### config.mk
export PLATFORM = sky130hd
export DESIGN_NAME = periph_bus_arbiter_flat
export DESIGN_NICKNAME = d
export VERILOG_FILES = /design/src/rtl/periph_bus_pkg.sv /design/src/rtl/periph_bus_arbiter_if.sv /design/src/rtl/rr_arbiter2.sv /design/src/rtl/periph_bus_arbiter.sv /design/src/flat_wrapper.sv
export SDC_FILE = /design/constraint.sdc
export NUM_CORES = 1
export LEC_CHECK = 0
export BUFFER_PORTS_ARGS = -buffer_cell sky130_fd_sc_hd__buf_2
export CORE_AREA = 2 2 152 154
export CTS_CLUSTER_DIAMETER = 30
export CTS_CLUSTER_SIZE = 24
export DETAILED_ROUTE_END_ITERATION = 16
export DIE_AREA = 0 0 154 156
export PLACE_DENSITY_LB_ADDON = 0.1
export SYNTH_ARGS = -nofsm -noshare
export SYNTH_HDL_FRONTEND = slang
export SYNTH_SLANG_ARGS = --single-unit
### constraint.sdc
create_clock -name clk -period 5 [get_ports clk]
set_input_delay 0 -clock clk [delete_from_list [all_inputs] [get_ports clk]]
set_output_delay 0 -clock clk [all_outputs]
set_load 0.005 [all_outputs]
### src/rtl/periph_bus_pkg.sv
`default_nettype none
// ============================================================================
//  Module   : periph_bus_pkg
//  Brief    : Shared constants and helpers for the peripheral bus arbiter:
//             peripheral register map, master index encoding, address check.
//  Revision : 1.0  initial release
// ============================================================================
package periph_bus_pkg;

   // Peripheral register map
   localparam logic [31:0] PERIPH_BASE     = 32'h4000_0000;
   localparam logic [31:0] REG_TH          = 32'h0000_0000;
   localparam logic [31:0] REG_TL          = 32'h0000_0004;
   localparam logic [31:0] REG_TCON        = 32'h0000_0008;
   localparam logic [31:0] REG_LEDS        = 32'h0000_000C;
   localparam logic [31:0] REG_DIGI        = 32'h0000_0010;
   localparam logic [31:0] REG_SYSTICK     = 32'h0000_0014;
   localparam int          PERIPH_NUM_REGS = 6;

   // Master index encoding
   typedef enum logic {
      M_CPU = 1'b0,
      M_DMA = 1'b1
   } master_e;

   // Word-aligned and inside the decoded register window
   function automatic logic addr_valid(input logic [31:0] a,
                                       input logic [31:0] base,
                                       input int          nregs);
      logic [31:0] last;
      last = base + 32'(4 * (nregs - 1));
      return (a[1:0] == 2'b00) && (a >= base) && (a <= last);
   endfunction

endpackage : periph_bus_pkg
`default_nettype wire

### src/rtl/periph_bus_arbiter_if.sv
`default_nettype none
// ============================================================================
//  Module   : periph_bus_arbiter_if
//  Brief    : Per-master request/response channel of the peripheral arbiter.
//             master modport = requester side, slave modport = arbiter side.
//  Revision : 1.0  initial release
// ============================================================================
interface periph_bus_arbiter_if;
   logic        req;
   logic        we;
   logic        lock;
   logic [31:0] addr;
   logic [31:0] wdata;
   logic        gnt;
   logic        ack;
   logic        err;
   logic [31:0] rdata;

   modport master (
      output req, we, lock, addr, wdata,
      input  gnt, ack, err, rdata
   );

   modport slave (
      input  req, we, lock, addr, wdata,
      output gnt, ack, err, rdata
   );
endinterface : periph_bus_arbiter_if
`default_nettype wire

### src/rtl/rr_arbiter2.sv
`default_nettype none
// ============================================================================
//  Module   : rr_arbiter2
//  Brief    : Two-way round-robin grant logic with lockable bursts. The burst
//             budget is only consumed while the other master is requesting.
//  Revision : 1.0  initial release
// ============================================================================
module rr_arbiter2 import periph_bus_pkg::*; #(
   parameter int BURST_MAX = 4
) (
   input  logic       clk,
   input  logic       reset,
   input  logic [1:0] req_i,
   input  logic [1:0] lock_i,
   output logic [1:0] gnt_o
);

   localparam int              CNT_W   = $clog2(BURST_MAX + 1);
   localparam logic [CNT_W-1:0] CNT_MAX = CNT_W'(BURST_MAX);

   logic             last_q, last_d;
   logic             lock_act_q, lock_act_d;
   logic             lock_own_q, lock_own_d;
   logic [CNT_W-1:0] cnt_q, cnt_d;
   logic [CNT_W-1:0] cnt_base;
   logic             win;
   logic             lock_hold;
   logic             contended;

   assign contended = &req_i;

   // Arbitration state; m0 wins the first contention after reset
   always_ff @(posedge clk or posedge reset) begin
      if (reset) begin
         last_q     <= M_DMA;
         lock_act_q <= 1'b0;
         lock_own_q <= 1'b0;
         cnt_q      <= '0;
      end else begin
         last_q     <= last_d;
         lock_act_q <= lock_act_d;
         lock_own_q <= lock_own_d;
         cnt_q      <= cnt_d;
      end
   end

   // Next state: update last grant, lock owner and burst budget on accept
   always_comb begin
      last_d     = last_q;
      lock_act_d = lock_act_q;
      lock_own_d = lock_own_q;
      cnt_d      = cnt_q;
      cnt_base   = '0;
      if (|req_i) begin
         last_d = win;
         if (lock_i[win]) begin
            lock_act_d = 1'b1;
            lock_own_d = win;
            // Continuing the same lock keeps its count, a new owner starts fresh
            cnt_base   = (lock_act_q && (lock_own_q == win)) ? cnt_q : '0;
            cnt_d      = (contended && (cnt_base < CNT_MAX)) ? cnt_base + 1'b1 : cnt_base;
         end else begin
            lock_act_d = 1'b0;
            cnt_d      = '0;
         end
      end else if (lock_act_q) begin
         // Owner let go of req with nobody else asking: drop the lock
         lock_act_d = 1'b0;
         cnt_d      = '0;
      end
   end

   // Grant selection: lone requester wins; otherwise lock budget, then round-robin
   always_comb begin
      lock_hold = lock_act_q & req_i[lock_own_q];
      win       = req_i[1] & ~req_i[0];
      if (contended) begin
         if (lock_hold) begin
            win = (cnt_q < CNT_MAX) ? lock_own_q : ~lock_own_q;
         end else begin
            win = ~last_q;
         end
      end
      gnt_o = {win, ~win} & {2{|req_i}};
   end

endmodule : rr_arbiter2
`default_nettype wire

### src/rtl/periph_bus_arbiter.sv
`default_nettype none
// ============================================================================
//  Module   : periph_bus_arbiter
//  Brief    : Shares the peripheral bus between CPU (m0) and DMA (m1).
//             Accept -> registered bus cycle -> registered ack/rdata.
//             Bad addresses are answered with err and never reach the bus.
//  Revision : 1.0  initial release
// ============================================================================
module periph_bus_arbiter import periph_bus_pkg::*; #(
   parameter logic [31:0] BASE_ADDR = PERIPH_BASE,
   parameter int          NUM_REGS  = PERIPH_NUM_REGS,
   parameter int          BURST_MAX = 4
) (
   input  logic                 clk,
   input  logic                 reset,
   periph_bus_arbiter_if.slave  m0,
   periph_bus_arbiter_if.slave  m1,
   output logic                 Read,
   output logic                 Write,
   output logic [31:0]          addr,
   output logic [31:0]          wdata,
   input  logic [31:0]          rdata
);

   logic [1:0]  gnt;
   logic        acc;
   logic        sel;
   logic        sel_we;
   logic [31:0] sel_addr;
   logic [31:0] sel_wdata;
   logic        sel_ok;

   // Command stage
   logic        cmd_vld_q;
   master_e     cmd_own_q;
   logic        cmd_err_q;
   logic        rd_q;
   logic        wr_q;
   logic [31:0] addr_q;
   logic [31:0] wdata_q;

   // Response stage
   logic        ack0_d, ack0_q, ack1_d, ack1_q;
   logic        err0_d, err0_q, err1_d, err1_q;
   logic [31:0] rdata0_d, rdata0_q, rdata1_d, rdata1_q;
   logic        hit0, hit1;

   rr_arbiter2 #(
      .BURST_MAX (BURST_MAX)
   ) u_arb (
      .clk    (clk),
      .reset  (reset),
      .req_i  ({m1.req,  m0.req}),
      .lock_i ({m1.lock, m0.lock}),
      .gnt_o  (gnt)
   );

   assign m0.gnt    = gnt[0];
   assign m1.gnt    = gnt[1];

   assign acc       = |gnt;
   assign sel       = gnt[1];
   assign sel_we    = sel ? m1.we    : m0.we;
   assign sel_addr  = sel ? m1.addr  : m0.addr;
   assign sel_wdata = sel ? m1.wdata : m0.wdata;
   assign sel_ok    = addr_valid(sel_addr, BASE_ADDR, NUM_REGS);

   // Command register: strobes only for good addresses, addr/wdata hold otherwise
   always_ff @(posedge clk or posedge reset) begin
      if (reset) begin
         cmd_vld_q <= 1'b0;
         cmd_own_q <= M_CPU;
         cmd_err_q <= 1'b0;
         rd_q      <= 1'b0;
         wr_q      <= 1'b0;
         addr_q    <= '0;
         wdata_q   <= '0;
      end else begin
         cmd_vld_q <= acc;
         cmd_own_q <= master_e'(sel);
         cmd_err_q <= acc & ~sel_ok;
         rd_q      <= acc & sel_ok & ~sel_we;
         wr_q      <= acc & sel_ok &  sel_we;
         if (acc && sel_ok) begin
            addr_q  <= sel_addr;
            wdata_q <= sel_wdata;
         end
      end
   end

   assign Read  = rd_q;
   assign Write = wr_q;
   assign addr  = addr_q;
   assign wdata = wdata_q;

   // Response next-state: route ack/err/rdata only to the owner of the bus cycle
   always_comb begin
      hit0     = cmd_vld_q && (cmd_own_q == M_CPU);
      hit1     = cmd_vld_q && (cmd_own_q == M_DMA);
      ack0_d   = hit0;
      ack1_d   = hit1;
      err0_d   = hit0 & cmd_err_q;
      err1_d   = hit1 & cmd_err_q;
      rdata0_d = (hit0 && rd_q) ? rdata : '0;
      rdata1_d = (hit1 && rd_q) ? rdata : '0;
   end

   // Response register: one-cycle ack pulse with sampled read data
   always_ff @(posedge clk or posedge reset) begin
      if (reset) begin
         ack0_q   <= 1'b0;
         ack1_q   <= 1'b0;
         err0_q   <= 1'b0;
         err1_q   <= 1'b0;
         rdata0_q <= '0;
         rdata1_q <= '0;
      end else begin
         ack0_q   <= ack0_d;
         ack1_q   <= ack1_d;
         err0_q   <= err0_d;
         err1_q   <= err1_d;
         rdata0_q <= rdata0_d;
         rdata1_q <= rdata1_d;
      end
   end

   assign m0.ack   = ack0_q;
   assign m0.err   = err0_q;
   assign m0.rdata = rdata0_q;
   assign m1.ack   = ack1_q;
   assign m1.err   = err1_q;
   assign m1.rdata = rdata1_q;

endmodule : periph_bus_arbiter
`default_nettype wire
### src/flat_wrapper.sv
// flat-port wrapper written by rule: the top's interface ports become plain ports
module periph_bus_arbiter_flat import periph_bus_pkg::*;
#(
   parameter logic [31:0] BASE_ADDR = PERIPH_BASE,
   parameter int          NUM_REGS  = PERIPH_NUM_REGS,
   parameter int          BURST_MAX = 4
)
  (clk, reset, Read, Write, addr, wdata, rdata, m0_req, m0_we, m0_lock, m0_addr, m0_wdata, m0_gnt, m0_ack, m0_err, m0_rdata, m1_req, m1_we, m1_lock, m1_addr, m1_wdata, m1_gnt, m1_ack, m1_err, m1_rdata);
  periph_bus_arbiter_if m0_i ();
  periph_bus_arbiter_if m1_i ();
  input  logic clk;
  input  logic reset;
  output logic Read;
  output logic Write;
  output logic [31:0] addr;
  output logic [31:0] wdata;
  input  logic [31:0] rdata;
  input wire logic [$bits(m0_i.req)-1:0] m0_req;
  input wire logic [$bits(m0_i.we)-1:0] m0_we;
  input wire logic [$bits(m0_i.lock)-1:0] m0_lock;
  input wire logic [$bits(m0_i.addr)-1:0] m0_addr;
  input wire logic [$bits(m0_i.wdata)-1:0] m0_wdata;
  output wire logic [$bits(m0_i.gnt)-1:0] m0_gnt;
  output wire logic [$bits(m0_i.ack)-1:0] m0_ack;
  output wire logic [$bits(m0_i.err)-1:0] m0_err;
  output wire logic [$bits(m0_i.rdata)-1:0] m0_rdata;
  input wire logic [$bits(m1_i.req)-1:0] m1_req;
  input wire logic [$bits(m1_i.we)-1:0] m1_we;
  input wire logic [$bits(m1_i.lock)-1:0] m1_lock;
  input wire logic [$bits(m1_i.addr)-1:0] m1_addr;
  input wire logic [$bits(m1_i.wdata)-1:0] m1_wdata;
  output wire logic [$bits(m1_i.gnt)-1:0] m1_gnt;
  output wire logic [$bits(m1_i.ack)-1:0] m1_ack;
  output wire logic [$bits(m1_i.err)-1:0] m1_err;
  output wire logic [$bits(m1_i.rdata)-1:0] m1_rdata;
  assign m0_i.req = m0_req;
  assign m0_i.we = m0_we;
  assign m0_i.lock = m0_lock;
  assign m0_i.addr = m0_addr;
  assign m0_i.wdata = m0_wdata;
  assign m0_gnt = m0_i.gnt;
  assign m0_ack = m0_i.ack;
  assign m0_err = m0_i.err;
  assign m0_rdata = m0_i.rdata;
  assign m1_i.req = m1_req;
  assign m1_i.we = m1_we;
  assign m1_i.lock = m1_lock;
  assign m1_i.addr = m1_addr;
  assign m1_i.wdata = m1_wdata;
  assign m1_gnt = m1_i.gnt;
  assign m1_ack = m1_i.ack;
  assign m1_err = m1_i.err;
  assign m1_rdata = m1_i.rdata;
  periph_bus_arbiter #(.BASE_ADDR(BASE_ADDR), .NUM_REGS(NUM_REGS), .BURST_MAX(BURST_MAX)) u_core (.clk(clk), .reset(reset), .m0(m0_i), .m1(m1_i), .Read(Read), .Write(Write), .addr(addr), .wdata(wdata), .rdata(rdata));
endmodule
* Word-level counts from Yosys, hierarchy flattened
Index checks and enable logic that the tools add are counted.
** Word-level totals
- Bits in registers :: 143
- Output and inout bits :: 136
** Operators by class
- Add/subtract/negate cells :: 1
- $lt $le $gt $ge :: 6
- Equal/unequal tests :: 1
- Mux-type cells :: 19
- Bitwise operators :: 16
- Reductions and logical operators :: 15
** Operator list (number)
- 32-bit two-way mux :: 4
- 32-bit by 31-bit >= comparator with 1-bit output, second input constant :: 1
- 32-bit by 31-bit less-or-equal comparator with 1-bit output, second input constant :: 1
- 3-bit two-way mux :: 5
- 1-bit two-way mux :: 10
- 1-bit logical AND :: 9
- 1-bit AND :: 8
- 1-bit NOT :: 7
- 3-bit < comparator, second input constant :: 2
- 1-bit by 2-bit < comparator with 1-bit output, second input constant :: 2
- 2-bit AND reduction :: 2
- 2-bit OR reduction :: 2
- 3-bit by 1-bit adder with 3-bit output, second input constant :: 1
- 2-bit AND :: 1
- 2-bit zero test :: 1
- 2-bit nonzero test :: 1
- 1-bit == test :: 1

* Depth between registers and ports, before layout
- Depth after elaboration :: 13
- Depth in mapped cells :: 8

* Modules after synthesis
A second synthesis with hierarchy kept.
** Unflattened totals
- Cell total of the unflattened synthesis :: 415
- Area, all modules :: 5595.4 µm²
** By module, submodules not included
- periph_bus_arbiter :: instances 1, cells an instance 363, area each 5168.7 µm²
- rr_arbiter2 :: instances 1, cells an instance 52, area each 426.7 µm²

* Worst setup path before layout
Ideal clock, no wire load.
- Path type :: register -> register
- From :: register u_core.u_arb.lock_own_q
- To :: register u_core.wdata_q[1], in the netlist u_core.wdata[1]
- Arrival :: 1811 ps
- Path slack :: 3064 ps
- Cell stages (with the launch flop) :: 7
- Buffers on the path :: 1
- Period minus slack after synthesis :: 1936 ps
- Path through :: dfrtp_1 xor2_2 o211ai_2 nor4_4 a31oi_4 buf_2 mux2_4
** On the way
- Cells in the longest elaborated chain, start to end :: 11
- Elaborated cells on any way between the ends :: 18
- Classes of those cells :: order compare: 2; mux: 7; bitwise: 4; reduce/logical: 5
** RTL lines
- start, declared :: RTL line rr_arbiter2.sv:23 : logic lock_own_q, lock_own_d;
- start signal, assigned :: RTL line rr_arbiter2.sv:42 : lock_own_q <= lock_own_d;
- 1-bit two-way mux (not written as such) (2 in a row) :: RTL line rr_arbiter2.sv:75 : lock_hold = lock_act_q & req_i[lock_own_q];
- 1-bit AND :: RTL line rr_arbiter2.sv:75
- 1-bit two-way mux * :: RTL line rr_arbiter2.sv:78 : if (lock_hold) begin
- 1-bit two-way mux * :: RTL line rr_arbiter2.sv:77 : if (contended) begin
- 2-bit AND * :: RTL line rr_arbiter2.sv:84 : gnt_o = {win, ~win} & {2{|req_i}};
- 32-bit two-way mux :: RTL line periph_bus_arbiter.sv:64 : assign sel_addr = sel ? m1.addr : m0.addr;
- 32-bit by 31-bit >= comparator with 1-bit output or 2-bit zero test (tied branches) :: RTL line periph_bus_pkg.sv:32 : return (a[1:0] == 2'b00) && (a >= base) && (a <= last);
- 1-bit logical AND (2 in a row) :: RTL line periph_bus_pkg.sv:32
- 1-bit logical AND :: RTL line periph_bus_arbiter.sv:84 : if (acc && sel_ok) begin
- end signal, assigned :: RTL line periph_bus_arbiter.sv:86 : wdata_q <= sel_wdata;
- end, declared :: RTL line periph_bus_arbiter.sv:40 : logic [31:0] wdata_q;
Every way passes the cells marked *; elsewhere a longest branch is shown, timed or not. The select of a mux whose other input is x is not followed.
A chain may end at the register's enable or synchronous reset.

* Final worst setup path
- From :: register u_core.u_arb.lock_act_q
- To :: register u_core.wdata_q[4], in the netlist u_core.wdata[4]
** On the way
- Cells in the longest elaborated chain, start to end :: 9
- Elaborated cells on any way between the ends :: 14
- Classes of those cells :: order compare: 2; mux: 4; bitwise: 3; reduce/logical: 5
** RTL lines
- start, declared :: RTL line rr_arbiter2.sv:22 : logic lock_act_q, lock_act_d;
- start signal, assigned :: RTL line rr_arbiter2.sv:41 : lock_act_q <= lock_act_d;
- 1-bit AND * :: RTL line rr_arbiter2.sv:75
- 1-bit two-way mux * :: RTL line rr_arbiter2.sv:78
- 1-bit two-way mux * :: RTL line rr_arbiter2.sv:77
- 2-bit AND * :: RTL line rr_arbiter2.sv:84
- 32-bit two-way mux :: RTL line periph_bus_arbiter.sv:64
- 32-bit by 31-bit >= comparator with 1-bit output or 2-bit zero test (tied branches) :: RTL line periph_bus_pkg.sv:32
- 1-bit logical AND (2 in a row) :: RTL line periph_bus_pkg.sv:32
- 1-bit logical AND :: RTL line periph_bus_arbiter.sv:84
Every way passes the cells marked *; elsewhere a longest branch is shown, timed or not.

==> flow_metrics.tcl <==
set metrics [dict create \
    outcome "completed" \
    cts_made_buffers 17 \
    wl_um 17180 \
    clock_path_buffers 2 \
    syn_to_final_growth_pct 61.78 \
    grt_overflow 0 \
    cts.sinks 143 \
    critical_path_class "register to register" \
    nNetsFinal 1055 \
    drc_errors 0 \
    skew_ns 0.005733 \
    grtUsageMet3 0.04417 \
    p_sw_uw 655.6 \
    cp.required_ns 5.29 \
    crit_path_end_kind "register" \
    synth-edff-count 0 \
    die_x_um 154 \
    chipHeight_um 156 \
    yosys-top-cells-area "dfrtp_1 (62%), mux2_4 (8.2%), nand2_1 (7.1%)" \
    setup_ws_ns 2.055 \
    drv_slew 0 \
    critical_path.max_fanout 40 \
    power_density_nw_per_um2 303.1 \
    core_area_um2 22370 \
    place.gp.congestion 0.8178 \
    worstPathArrival_ns 3.23 \
    setup_viol 0 \
    rsz0062_at_grt "false" \
    p_leak_nw 5.378 \
    min-delay-start "m1_req" \
    slew_headroom 0.1555 \
    num_vias 4990 \
    first_pass_iters 4 \
    io_pins 304 \
    num_rows 55 \
    grt_use_total 0.1444 \
    htree_levels 4 \
    grt_pass1_wl_um 26910 \
    yosysMostFrequentCell "dfrtp_1" \
    tritoncts "done" \
    p_total_mw 2.797 \
    grt_busiest_layer "met2" \
    power.share.clock 0.471 \
    port_buffers 303 \
    ys_seq_elements 143 \
    async_reset_ff_frac 1.000 \
    max-cap-violations 0 \
    clockRootBuffer "clkbuf_16" \
    hold_depth 3 \
    hold_class "input pin to register" \
    synth.avg_cell_area_um2 12.01 \
    finalCriticalPeriod_ns 2.945 \
    drtIter0Drc 157 \
    drtAntennaViolNets 0 \
    startpoint "u_core.u_arb.lock_act_q" \
    p_comb_frac 0.109 \
    synth_common_cells "dfrtp_1 (142), nand2_1 (108), and2_1 (62), and3_1 (37), mux2_4 (31)" \
    grt_max_degree 83 \
    via_per_inst 4.215 \
    clk_latency_ns 0.41 \
    finalCritPeriodShare 0.5890 \
    reg2regPathDepth 8 \
    die_area_um2 24020 \
    vdd_drop_max_uv 165.5 \
    syn_area_um2 5705 \
    synth_ff_type "dfrtp_1" \
    global_route.usage.met2 0.2607 \
    synth_top_cell_area_share 0.6228 \
    swShare 0.2344 \
    yosysTopAreaCell "dfrtp_1" \
    post-cts-setup-buffer-count 0 \
    antenna_found_initial 0 \
    path_clk_slew_ns 0.06 \
    max_freq_ghz 0.3396 \
    diodes 0 \
    drive_gt1_frac 0.4271 \
    p_seq_frac 0.421 \
    p_int_mw 2.142 \
    critPathLaunchType "register" \
    pre_cts_slack_ns 2.275 \
    setup-tns-final_ns 0 \
    grt_pass1_vias 5207 \
    initial_core_util 0.2551 \
    hold_viol 0 \
    ys_seq_area_frac 0.6274 \
    met1_usage 0.1626 \
    yosysWarningCount 0 \
    r2r_start "u_core.u_arb.lock_act_q" \
    synthCells 475 \
    wire_per_inst_um 14.51 \
    syn_nets 644 \
    worst_slew_pin_slew_ns 1.261 \
    dpl.hpwl_um 12290 \
    ys_types 40 \
]
worst paths after layout:
| check | to | slack (ns) |
|---|---|---|
| min reg2reg | u_core.addr[9] | 0.48 |
| min | u_core.u_arb.cnt_q[0] | 0.05 |
| max reg2reg | u_core.wdata[4] | 2.06 |
| max | u_core.wdata[4] | 2.06 |
| min in group asynchronous | u_core.wdata[2] | 0.24 |
| max in group asynchronous | u_core.m1.rdata[14] | 3.44 |
registers in the layout, summed over array words and instances (netlist names), 3 cells and up:
name                flops
u_core.wdata           32
u_core.m0.rdata        32
u_core.m1.rdata        32
u_core.u_arb.cnt_q      3
u_core.addr            32
cell families after synthesis:
| logic type | after synthesis | synth area share |
|---|---|---|
| flip-flops | 143 | 0.6274 |
| AND/OR/NAND/NOR | 242 | 0.2180 |
| AO/OA/AOI/OAI | 18 | 0.02961 |
| adder cells (fa/ha/maj) | 1 | 0.002193 |
| multiplexers | 37 | 0.09298 |
| buffers and inverters | 33 | 0.02698 |
| XOR/XNOR | 1 | 0.002852 |
cells in the final DEF, fill, tap and decap left out, types with 3 or more instances in the layout:
| master | count |
|---|---|
| and2_1 | 62 |
| and3_1 | 37 |
| buf_2 | 303 |
| bufinv_16 | 3 |
| clkbuf_16 | 17 |
| clkinv_4 | 3 |
| dfrtp_1 | 142 |
| dlygate4sd3_1 | 110 |
| inv_1 | 6 |
| inv_6 | 5 |
| mux2_2 | 4 |
| mux2_4 | 31 |
| nand2_1 | 108 |
| nand4_1 | 3 |
| nor2_1 | 7 |
| nor3_1 | 3 |
| nor4_1 | 10 |
| o21ai_0 | 4 |
timing repair:
item                      in CTS  in global routing
hold endpoints to repair     187                  0
hold buffers                 110                  0
resized for setup              0                  0
power by group through the flow:
stage / Clock, mW / Sequential [mW] / Combinational [mW]
floorplan: 0 / 1.19 / 0.106
global placement: 0 / 1.20 / 0.211
detailed placement: 0 / 1.20 / 0.213
CTS: 1.36 / 1.18 / 0.306
global route: 1.42 / 1.18 / 0.338
finish: 1.32 / 1.18 / 0.304
per-stage QoR:
stage	utilization	cells	cell area [um2]	hold WS [ns]
floorplan	-	475	5705	0.1286
global placement	0.3358	1042	7510	0.1905
detailed placement	0.3358	1042	7510	0.2037
CTS	0.4127	1184	9230	0.01012
global route	0.4127	1184	9230	0.04171
finish	0.4127	1184	9230	0.04738
cell type report:
class | instances | area [um2]
fill | 2190 | 13140
sequential | 143 | 3580
timing repair buffer | 416 | 2653
multi-input combinational | 299 | 1983
clock buffer | 18 | 439.2
tap | 285 | 356.6
clock inverter | 14 | 180.2
inverter | 9 | 38.79
critical path, stage by stage (launching register included):
cell           delay [ns]
dfrtp_1              0.56
nand2_1              0.15
o211ai_4             0.22
buf_4                0.40
inv_2                0.36
nand2_1              0.18
nand2_1              0.09
dlygate4sd3_1        0.58
mux2_4               0.27
per-layer routing:
metal,share of wire,routed length [um],up-vias
li1,-,-,2391
met1,0.40,6908,2356
met2,0.51,8767,229
met3,0.073,1249,14
met4,0.015,252,0
met5,0,0,-
Note: power is estimated with default switching activity, not from simulation.
